`src/rtl/fifo_wr_ctrl.sv`:
```
// Write-side controller of an asynchronous FIFO: pointer, full/almost-full flags and level, all on write_clk.
// Define FIFO_WR_OVF_CNT_EN to add a saturating 16-bit ovf_count output.
module fifo_wr_ctrl #(
   parameter int RAM_WIDTH   = 8,
   parameter int ADDR_WIDTH  = 4,
   parameter int AFULL_LEVEL = 2**ADDR_WIDTH - 2
) (
   input  logic                  write_clk,
   input  logic                  rst_n,
   input  logic                  wr_en,
   input  logic [RAM_WIDTH-1:0]  wr_data,
   input  logic [ADDR_WIDTH:0]   rd_ptr_gray,
   output logic                  write_allow,
   output logic [ADDR_WIDTH-1:0] write_addr,
   output logic [RAM_WIDTH-1:0]  write_data,
   output logic [ADDR_WIDTH:0]   wr_ptr_gray,
   output logic                  wr_full,
   output logic                  wr_almost_full,
   output logic [ADDR_WIDTH:0]   wr_level,
   output logic                  wr_overflow
`ifdef FIFO_WR_OVF_CNT_EN
   ,
   output logic [15:0]           ovf_count
`endif
);

   localparam int PW = ADDR_WIDTH + 1;
   localparam logic [PW-1:0] AFULL = PW'(AFULL_LEVEL);

   logic [PW-1:0] wr_ptr_bin;
   logic [PW-1:0] rd_sync1;
   logic [PW-1:0] rd_sync;
   logic          run;
   logic          accept;
   logic [PW-1:0] ptr_next;
   logic [PW-1:0] gray_next;
   logic [PW-1:0] rd_bin;
   logic [PW-1:0] level_next;
   logic          full_next;
   logic          afull_next;

   function automatic logic [PW-1:0] gray2bin(input logic [PW-1:0] g);
      logic [PW-1:0] b;
      b = '0;
      for (int i = 0; i < PW; i++) begin
         b[i] = ^(g >> i);
      end
      return b;
   endfunction

   // run holds pushes off for the first edge after reset release.
   always_comb begin
      accept     = wr_en & ~wr_full & run;
      ptr_next   = wr_ptr_bin + {{(PW-1){1'b0}}, accept};
      gray_next  = ptr_next ^ (ptr_next >> 1);
      rd_bin     = gray2bin(rd_sync);
      level_next = ptr_next - rd_bin;
      full_next  = (gray_next == {~rd_sync[ADDR_WIDTH:ADDR_WIDTH-1], rd_sync[ADDR_WIDTH-2:0]});
      afull_next = (level_next >= AFULL);
   end

   always_ff @(posedge write_clk or negedge rst_n) begin
      if (!rst_n) begin
         rd_sync1       <= '0;
         rd_sync        <= '0;
         run            <= 1'b0;
         wr_ptr_bin     <= '0;
         wr_ptr_gray    <= '0;
         wr_full        <= 1'b0;
         wr_almost_full <= 1'b0;
         wr_level       <= '0;
         wr_overflow    <= 1'b0;
         write_allow    <= 1'b0;
         write_addr     <= '0;
         write_data     <= '0;
      end else begin
         rd_sync1       <= rd_ptr_gray;
         rd_sync        <= rd_sync1;
         run            <= 1'b1;
         wr_ptr_bin     <= ptr_next;
         wr_ptr_gray    <= gray_next;
         wr_full        <= full_next;
         wr_almost_full <= afull_next;
         wr_level       <= level_next;
         wr_overflow    <= wr_en & wr_full;
         write_allow    <= accept;
         if (accept) begin
            write_addr <= wr_ptr_bin[ADDR_WIDTH-1:0];
            write_data <= wr_data;
         end
      end
   end

`ifdef FIFO_WR_OVF_CNT_EN
   always_ff @(posedge write_clk or negedge rst_n) begin
      if (!rst_n) begin
         ovf_count <= '0;
      end else if (wr_en && wr_full && ovf_count != 16'hFFFF) begin
         ovf_count <= ovf_count + 16'd1;
      end
   end
`endif

endmodule
```
`config.mk`:
```
export PLATFORM = sky130hd
export DESIGN_NAME = fifo_wr_ctrl
export DESIGN_NICKNAME = d
export VERILOG_FILES = /design/src/rtl/fifo_wr_ctrl.sv
export SDC_FILE = /design/constraint.sdc
export NUM_CORES = 1
export LEC_CHECK = 0
export CAP_MARGIN = 20
export CELL_PAD_IN_SITES_DETAIL_PLACEMENT = 1
export CELL_PAD_IN_SITES_GLOBAL_PLACEMENT = 1
export CORE_MARGIN = 1
export CORE_UTILIZATION = 43
export DETAILED_ROUTE_END_ITERATION = 8
export DONT_BUFFER_PORTS = 1
export MAX_ROUTING_LAYER = met4
export PLACE_DENSITY_LB_ADDON = 0.1
export SLEW_MARGIN = 10
export SYNTH_ARGS = -nofsm -noshare
export SYNTH_HDL_FRONTEND = slang
export SYNTH_SLANG_ARGS = --single-unit
export TNS_END_PERCENT = 1
```
`constraint.sdc`:
```
create_clock -name write_clk -period 2.9 [get_ports write_clk]
set_clock_uncertainty 0.05 [all_clocks]
set_input_delay 0.58 -clock write_clk [delete_from_list [all_inputs] [get_ports write_clk]]
set_output_delay 0.58 -clock write_clk [all_outputs]
set_load 0.02 [all_outputs]
```
==> impl_metrics.toml <==
[place]
port-buffer-count = 0
dp_hpwl_um = 2089
globalplace.congestion = 0.7701
pre_cts_ws_ns = 0.08816

[routing]
postRouteAntennaNets = 0
routedWlPerCell_um = 15.04
drc = 0
route.vias.total = 1027
drt_iter0_drc = 69
wirelength_um = 2993
routed_via_density = 5.161
firstDrtPassIters = 4

[sta]
setup_ws_ns = 0.2466
max_freq_mhz = 376.9
grt_setup_unrepaired = "no"
slew_violations = 0
finalHoldViolCount = 0
post-route-period-util_pct = 91.50
finalSetupViolations = 0
setup_tns_ns = 0
finalCriticalPeriod_ns = 2.653

[global_route]
grt_pass1_wl_um = 5106
grt_pass1_vias = 1142
overflow = 0
grt_max_degree = 42
grt.total_usage_pct = 17.32
antenna_found_initial = 0

[floorplan]
core_sq_um = 3716
num_rows = 22
dieArea_sq_um = 4210
ioPinCount = 42
start_util_pct = 45.76
die_w_um = 64.89
die_h_um = 64.89

[clock_network]
cts_sinks = 41
numCtsBuffers = 5
clockBufferDepth = 2
cts_tree = "yes"
cts_max_level = 2
clkSlewWorstSetupHoldPaths_ns = 0.08
cts_root_buf = "clkbuf_8"
clk_latency_ns = 0.30

[critical_path]
required_ns = 3.04
crit_arrival_ns = 2.79
startpoint_type = "flip-flop"
path_class = "flip-flop to flip-flop"
r2r.worst_path.cells = 10
max_stage_delay_ns = 0.45
critPathMaxFanout = 3
crit_chain = "xnor2_2, xor2_1, xor2_2, xnor2_1, ha_1, fa_1, nor2b_1, o21ai_0, a21o_1, o311ai_0"
slowest_stage = "fa_1"
endpoint_kind = "flip-flop"

[logic_synthesis]
synthTopCellsByArea = "dfrtp_1, nand2_1, ha_1, xor2_1, xnor2_1"
yosysTopAreaCell = "dfrtp_1"
yosysSeqAreaShare_pct = 60.34
synth_area_sq_um = 1700
postSynth.asyncResetShare_pct = 100.0
synthFlopType = "dfrtp_1"
ys_types = 32
synth_edf_count = 0
synth_cells = 143
avgSynthCellArea_sq_um = 11.89
synth_seq_cells = 41
synth_nets = 166
yosysTopAreaCellShare_pct = 60.34
yosys_warnings = 0

[cells_and_area]
n_fill_cell = 380
nets = 173
layout_common_cells = "dfrtp_1, nand2_1, inv_1"
drive_gt1_share_pct = 13.91
layout_commonest_cell = "dfrtp_1"
areaGrowthSynthToFinish_pct = 14.86
n_antenna_cell = 0
fin_util_pct = 52.56
multi_input_comb_area_sq_um = 660.6
regArea_sq_um = 1026

[run]
drv_cap = 0

[hold_path]
hp-class = "input port to asynchronous set/reset pin"

[power_and_ir_drop]
p_leak_nw = 0.9686
peakVddDrop_mv = 0.5414
power_density_nw_per_um2 = 1171

[outcome]
status = "finished clean"
cell usage after synthesis, types with 2 or more instances:
cell type and number:
inv_1 8, nor2_1 2, nand2_1 38, dfrtp_1 41, o21ai_0 3, clkbuf_1 2, nor2b_1 2, a21boi_0 3
nand3_1 3, xor2_1 8, xnor2_1 7, ha_1 6
state kept, by name, summed over array words and instances, names as in the netlist, 4 cells and up:
name	cells
rd_sync1	5
wr_ptr_bin	5
write_data	8
wr_level	5
rd_sync	5
write_addr	4
wr_ptr_gray	4
layer usage:
| metal | vias to the layer above | GRT usage (%) | routed length, um |
|---|---|---|---|
| li1 | 466 | - | - |
| met1 | 521 | 19.12 | 1220 |
| met2 | 34 | 27.08 | 1501 |
| met3 | 6 | 5.986 | 195 |
| met4 | 0 | 10.00 | 76 |
| met5 | - | - | 0 |
layout make-up:
| cell class | count | area share, % |
|---|---|---|
| Clock buffer | 5 | 3.523 |
| Timing Repair Buffer | 4 | 2.178 |
| Clock inverter | 3 | 3.331 |
| Multi-Input combinational cell | 90 | 33.82 |
| Sequential cell | 41 | 52.53 |
| Inverter | 8 | 1.537 |
| Tap cell | 48 | 3.075 |
per-stage QoR:
stage	hold WS, ns	total power, mW	instance area (sq um)	instances
floorplan	0.2344	1.560	1702	143
CTS	0.06584	2.283	1903	198
detailed placement	0.2352	1.712	1749	189
global placement	0.2352	1.669	1749	189
global route	0.06942	2.450	1953	199
finish	0.06689	2.288	1953	199
path summary, 6_finish.rpt:
kind / from / to / slack [ns]
min in group write_clk: rd_ptr_gray[0] / rd_sync1[0] / 0.26
max in group asynchronous: rst_n / wr_level[0] / 2.54
hold reg to reg: rd_sync1[4] / rd_sync[4] / 0.30
hold / removal: rst_n / write_allow / 0.07
setup / recovery: rd_sync[4] / wr_almost_full / 0.25
setup reg to reg: rd_sync[4] / wr_almost_full / 0.25
power by group:
part | switching, mW | internal (mW)
clock | 0.194 | 0.342
sequential | 0.302 | 0.751
combinational | 0.358 | 0.341
what timing repair did:
item | in CTS | in global routing
hold buffers | 1 | 0
hold endpoints to repair | 41 | 0
resized for setup | 0 | 6
endpoints found under the setup margin | 0 | 2
buffers inserted | 0 | 1
cells by family after synthesis:
kind of cell | count (synthesis) | share of synthesized area, %
AOI/OAI and AO/OA | 12 | 5.004
xor gates and xnor gates | 18 | 11.99
adders and majority gates | 7 | 5.592
buffers and inverters | 12 | 3.312
DFF | 41 | 60.34
other | 1 | 0.2205
and+or+nand+nor | 52 | 13.54
worst max-delay path: cells and delay by family, from the launching register on:
| family | cells | cell delay (ns) |
|---|---|---|
| xor gates and xnor gates | 4 | 0.87 |
| adders and majority gates | 2 | 0.66 |
| and+or+nand+nor | 1 | 0.13 |
| AOI/OAI and AO/OA | 3 | 0.42 |
| DFF | 1 | 0.42 |
No activity file was read; power rests on OpenSTA's default activity.
